`config.mk`:
```
export PLATFORM = sky130hd
export DESIGN_NAME = div_arbiter
export DESIGN_NICKNAME = d
export VERILOG_FILES = /design/src/rtl/div_arbiter.sv
export SDC_FILE = /design/constraint.sdc
export NUM_CORES = 1
export LEC_CHECK = 0
export ABC_CLOCK_PERIOD_IN_PS = 2000
export BUFFER_PORTS_ARGS = -buffer_cell sky130_fd_sc_hd__buf_2
export CAP_MARGIN = 5
export CELL_PAD_IN_SITES_DETAIL_PLACEMENT = 0
export CELL_PAD_IN_SITES_GLOBAL_PLACEMENT = 2
export CORE_MARGIN = 2
export CORE_UTILIZATION = 27
export CTS_CLUSTER_DIAMETER = 30
export DETAILED_ROUTE_END_ITERATION = 10
export HOLD_SLACK_MARGIN = 0.06
export PLACE_DENSITY_LB_ADDON = 0.1
export SETUP_SLACK_MARGIN = 0.02
export SYNTH_ARGS = -nofsm -noshare
export SYNTH_HDL_FRONTEND = slang
export SYNTH_SLANG_ARGS = --single-unit
```
`constraint.sdc`:
```
create_clock -name clk -period 2 [get_ports clk]
set_input_delay 0.3 -clock clk [delete_from_list [all_inputs] [get_ports clk]]
set_output_delay 0.3 -clock clk [all_outputs]
set_load 0.01 [all_outputs]
```
`src/rtl/div_arbiter.sv`:
```
// Four-way round-robin front end for one shared iterative divider.
// Captures the winner's operands, launches the divider and reports quotient/status with a done pulse.
module div_arbiter #(
   parameter int W       = 10,
   parameter int TIMEOUT = 64
) (
   input  logic           clk,
   input  logic           rst,
   input  logic [3:0]     req,
   input  logic [4*W-1:0] a_in,
   input  logic [4*W-1:0] b_in,
   output logic [3:0]     gnt,
   output logic [3:0]     done,
   output logic [W-1:0]   q_out,
   output logic [1:0]     err,
   output logic           div_start,
   output logic [W-1:0]   div_a,
   output logic [W-1:0]   div_b,
   input  logic           div_busy,
   input  logic           div_valid,
   input  logic           div_ovf,
   input  logic [W-1:0]   div_q
);

   localparam int CW = $clog2(TIMEOUT + 1);

   typedef enum logic [2:0] {IDLE, LAUNCH, RUN, DONE, DRAIN} state_t;

   state_t          state_reg, state_next;
   logic [1:0]      ptr_reg, win_reg;
   logic [3:0]      gnt_reg;
   logic [W-1:0]    q_reg, div_a_reg, div_b_reg;
   logic [1:0]      err_reg;
   logic [CW-1:0]   cnt_reg;
   logic            ovf_reg, tmo_reg;

   logic [1:0]      sel, cand;
   logic            found;
   logic            ovf_any, run_idle, run_tmo;

   // First requester at or after the pointer, wrapping 3 -> 0.
   always_comb begin
      sel   = ptr_reg;
      cand  = ptr_reg;
      found = 1'b0;
      for (int i = 0; i < 4; i++) begin
         cand = ptr_reg + 2'(i);
         if (!found && req[cand]) begin
            sel   = cand;
            found = 1'b1;
         end
      end
   end

   assign ovf_any  = ovf_reg | div_ovf;
   // The divider may not have raised busy yet in the first RUN cycle.
   assign run_idle = !div_busy && !div_valid && (cnt_reg != '0);
   assign run_tmo  = (cnt_reg == CW'(TIMEOUT - 1));

   always_ff @(posedge clk or posedge rst) begin
      if (rst) state_reg <= IDLE;
      else     state_reg <= state_next;
   end

   always_comb begin
      state_next = state_reg;
      case (state_reg)
         IDLE:   if (found && !div_busy) state_next = LAUNCH;
         LAUNCH: state_next = RUN;
         RUN:    if (div_valid || run_idle || run_tmo) state_next = DONE;
         DONE:   state_next = tmo_reg ? DRAIN : IDLE;
         DRAIN:  if (!div_busy) state_next = IDLE;
         default: state_next = IDLE;
      endcase
   end

   always_ff @(posedge clk or posedge rst) begin
      if (rst) begin
         ptr_reg   <= '0;
         win_reg   <= '0;
         gnt_reg   <= '0;
         q_reg     <= '0;
         err_reg   <= '0;
         div_a_reg <= '0;
         div_b_reg <= '0;
         cnt_reg   <= '0;
         ovf_reg   <= 1'b0;
         tmo_reg   <= 1'b0;
      end else begin
         case (state_reg)
            IDLE: begin
               if (found && !div_busy) begin
                  win_reg   <= sel;
                  gnt_reg   <= 4'b0001 << sel;
                  div_a_reg <= a_in[sel*W +: W];
                  div_b_reg <= b_in[sel*W +: W];
               end
            end
            LAUNCH: begin
               cnt_reg <= '0;
               ovf_reg <= 1'b0;
               tmo_reg <= 1'b0;
            end
            RUN: begin
               cnt_reg <= cnt_reg + 1'b1;
               if (div_ovf) ovf_reg <= 1'b1;
               if (div_valid) begin
                  q_reg   <= div_q;
                  err_reg <= ovf_any ? 2'b10 : 2'b00;
               end else if (run_idle) begin
                  err_reg <= ovf_any ? 2'b10 : 2'b01;
               end else if (run_tmo) begin
                  err_reg <= 2'b11;
                  tmo_reg <= 1'b1;
               end
            end
            DONE: begin
               gnt_reg <= '0;
               ptr_reg <= win_reg + 2'd1;
            end
            default: ;
         endcase
      end
   end

   assign gnt       = gnt_reg;
   assign done      = (state_reg == DONE) ? gnt_reg : 4'b0000;
   assign div_start = (state_reg == LAUNCH);
   assign q_out     = q_reg;
   assign err       = err_reg;
   assign div_a     = div_a_reg;
   assign div_b     = div_b_reg;

endmodule

```
Yosys cells after proc, flatten, opt, wreduce, memory -nomap -nowiden
Cells that the tools add are included.
- add/sub/neg operators: 5
- multipliers: 1
- order comparisons: 4
- equal/unequal tests: 12
- shift-type cells: 3
- muxes and demuxes: 35
- bitwise logic cells: 1
- reductions and logical operators: 25
- operators by type and width (operator ; number):
    $shiftx A40 B7 Y10 ; 2
    $mux W2 ; 8
    $pmux W3 S5 ; 1
    $ne A2 B2 Y1 const B ; 7
    $pmux W7 S2 ; 1
    $lt A2 B3 Y1 const B ; 4
    $mux W1 ; 12
    $mux W3 ; 4
    $reduce_and A2 Y1 ; 5
    $bmux W1 S2 ; 4
    $mux W4 ; 2
    $pmux W4 S2 ; 1
    $add A7 B1 Y7 const B ; 1
    $eq A7 B6 Y1 const B ; 1
    $reduce_bool A7 Y1 ; 1
    $eq A3 B2 Y1 const B ; 2
    $logic_and A1 B1 Y1 ; 6
    $logic_not A1 Y1 ; 5
    $mul A2 B3 Y5 const B ; 1
    $add A2 B1 Y2 const B ; 2
    $add A2 B2 Y2 const B ; 2
    $pmux W1 S2 ; 2
    $reduce_and A4 Y1 ; 1
    $reduce_bool A2 Y1 ; 2
    8 further kinds ; 9
- register bits after elaboration: 52
- input bits: 99
- output and inout port bits: 41
- word-level logic and storage cells: 97

Logic depth before layout (Yosys ltp)
- word-level depth: 15
- mapped depth: 7
- depth with buffers taken out: 6

Worst setup path after synthesis
No wires, ideal clock.
- kind: flip-flop to flip-flop
- start point: register ptr_reg[0]
- end point: register div_a_reg[0] (netlist: div_a[0])
- library setup time: 0.121 ns
- arrival: 1.525 ns
- data required time: 1.879 ns
- setup slack: 0.354 ns
- cell stages (with the launch flop): 8
- buffers on the path: 2
- period minus slack after synthesis: 1.646 ns
- cells stage by stage: dfrtp_1 > buf_2 > nand2_1 > o311ai_1 > a2bb2oi_1 > buf_2 > o221ai_1 > o22a_1
- word-level cells in the longest chain between the ends: 14
- elaborated cells between the ends (all ways): 28
- those cells by class: add/sub: 3; mul: 1; shift: 1; mux: 15; reduce/logical: 8
- RTL lines (what ; RTL line ; source):
    start, declared ; 30 ; logic [1:0] ptr_reg, win_reg;
    start signal, assigned ; 119 ; ptr_reg <= win_reg + 2'd1;
    branches (longest 14 deep; another with $mul A2 B3 Y5) ; n/a ;
    end signal, assigned ; 95 ; div_a_reg <= a_in[sel*W +: W];
    end, declared ; 32 ; logic [W-1:0] q_reg, div_a_reg, div_b_reg;
Several ways; the timed one is not identified. The select of a mux whose other input is x is not followed.
A chain may end at the register's enable or synchronous reset.

Final worst setup path
- start point: register ptr_reg[1]
- end point: register div_a_reg[9] (netlist: div_a[9])
The elaborated chain is that of the path after synthesis.

==> out/metrics.csv <==
metric,value,unit
outcome,finished with violations,
violations,DRC,
cts_hold_buf,0,
clk_latency,0.29,ns
synthAdderAreaFrac,0.00779,
synth_top_cell_by_area,dfrtp_1,
required,2.17,ns
num_vias,3218,
ir_drop,0.548,mV
synthTopCellsByCount,"dfrtp_1, inv_1, o21ai_0, a21oi_1, nor2_1",
yosysWarnings,0,
grt_pass1_vias,3158,
setup_ws,0.217,ns
p_leak,0.00210,uW
rows,39,
routed_wl,10500,um
antenna_found_initial,0,
htreeDepth,2,
synth_top_area_frac,0.405,
drt_iter0_markers,206,
arrival,1.95,ns
final_nets,604,
syn_inst,353,
synth-simple-area-share,0.153,
drive_gt1_frac,0.387,
synth.area.top_cells,"dfrtp_1, inv_1, o22a_1, mux2_2, o221ai_1",
synth_edf_count,0,
fill_cells,1261,
met2_length,4630,um
wl_met3,669,um
setup_viol,0,
pre_cts_slack,0.109,ns
yosysSeqAreaShare,0.405,
cts_resized,0,
start_util,0.279,
highest_layer,met4,
crit_fanout,15,
die_area,12800,um2
die_w,113,um
wl_met1,5120,um
grt_usage,0.162,
synthArstFlopShare,1.00,
post_cts_buffers,0,
finalCritPeriodShare,0.891,
root_buffer,clkbuf_16,
synth.avg_cell_area,9.10,um2
port_buffers,139,
ys.flop_type,dfrtp_1,
synth_cell_types,50,
finalHoldViolations,0,
ys_ff_latch,52,
synthXorXnorAreaFrac,0.00273,
synth_compound_area_frac,0.276,
max_freq,0.561,GHz
remaining_drc_errors,13,
ant_nets,0,
synth_top_family_by_area,compound AO/OA/AOI/OAI gates,
finalCriticalPeriod,1.78,ns
crit_path_start_kind,flop,
finalSetupTns,0,ns
max_slew_margin,0.789,
area_growth,35.4,%
cts_tree,done,
finalMaxSlewViolations,0,
dpl.hpwl,7970,um
numCtsBuffers,5,
drv_cap,0,
coreArea,11500,um2
grt_pass1_wl,16600,um
cts.sinks,52,
path_clk_slew,0.07,ns
syn_area,3210,um2
synth_nets,454,
clockBufferDepth,2,
muxShareOfSynthArea,0.0635,
clock-skew-final,0.00770,ns
tightest_slew,0.315,ns
synth.most_common_cell,dfrtp_1,
routabilityCongestion,0.798,
drt-vias-per-instance,4.97,
ios,140,
power_density,1270,nW/um2
endpoint_kind,flop,
antennaDiodeCount,0,
grt_overflow,0,
die_h,113,um
worstHoldPathType,primary input to async pin,
grt_max_degree,53,
path_class,flop to flop,
wl_per_cell,16.2,um
rsz0062_at_grt,no,
firstDrtPassIters,7,
[area by class of cell]
cell class                 count  area [um2]  share of cell area
inverter                      38         143              0.0328
clock buffer                   6         129              0.0296
multi-input combinational    239        1620               0.373
tap                          143         179              0.0412
sequential                    52        1300               0.300
clock inverter                 2        16.3             0.00374
timing repair buffer         167         956               0.220
[where the power goes]
part / internal (uW) / total (uW) / switching (uW)
Sequential: 1500 / 1840 / 339
Combinational: 1300 / 2800 / 1500
Clock: 468 / 868 / 400
[per-stage QoR]
| step | total power (uW) | hold WS [ns] | cells | util | instance area [um2] |
|---|---|---|---|---|---|
| 2_1_floorplan | 3560 | 0.440 | 353 | - | 3210 |
| 5_1_grt | 5960 | 0.0779 | 647 | 0.377 | 4350 |
| 6_report | 5510 | 0.0387 | 647 | 0.377 | 4350 |
| 3_5_place_dp | 4700 | 0.381 | 639 | 0.365 | 4200 |
| 4_1_cts | 5600 | 0.0606 | 647 | 0.377 | 4340 |
| 3_3_place_gp | 4660 | 0.377 | 639 | 0.365 | 4200 |
[metal layers]
metal,vias to the layer above,track usage
li1,1614,-
met1,1492,0.236
met2,105,0.252
met3,7,0.0284
met4,0,0.0358
met5,-,0
[worst max-delay path: stages, from the launching register on]
cell and delay [ns]:
dfrtp_2 0.49, nor2b_1 0.10, o21a_4 0.28, nor3_4 0.26
buf_12 0.17, mux2i_1 0.24, o22ai_1 0.11
[layout by cell type (no fill, tap or decap), types with 2 or more instances in the layout]
cell	count
a21o_1	8
a21oi_1	18
a221oi_1	6
a2bb2oi_1	2
a31oi_1	6
and2_1	5
and2b_1	2
and3_1	2
buf_12	4
buf_2	139
buf_4	24
clkbuf_16	5
dfrtp_1	50
dfrtp_2	2
ha_1	2
inv_1	37
mux2_2	11
mux2i_1	8
nand2_1	17
nand2b_1	4
nand3_1	8
nand4_1	15
nor2_1	18
nor2b_1	5
nor3_1	8
o21ai_0	20
o21ai_1	2
o221ai_1	14
o22a_1	16
o22ai_1	6
o31ai_1	15
[path summary, 6_finish.rpt]
check                           startpoint    endpoint  slack, ns  cells past startpoint
worst min register to register     ovf_reg     ovf_reg       0.50                      1
worst max register to register  ptr_reg[1]    div_a[9]       0.22                      6
max in group asynchronous              rst  ptr_reg[1]       1.68                      3
worst min-delay path                   rst    q_out[2]       0.04                      3
worst max-delay path            ptr_reg[1]    div_a[9]       0.22                      6
min in group clk                  div_q[8]    q_out[8]       0.23                      2
[logic make-up (layout without fill, tap and decap cells)]
logic type / Yosys count / in the layout
DFF: 52 / 52
xor gates and xnor gates: 1 / 1
buffers and inverters: 62 / 213
adders and majority gates: 2 / 2
AOI/OAI and AO/OA: 124 / 124
muxes: 19 / 19
and+or+nand+nor: 93 / 93
(Power assumes the default switching activity.)
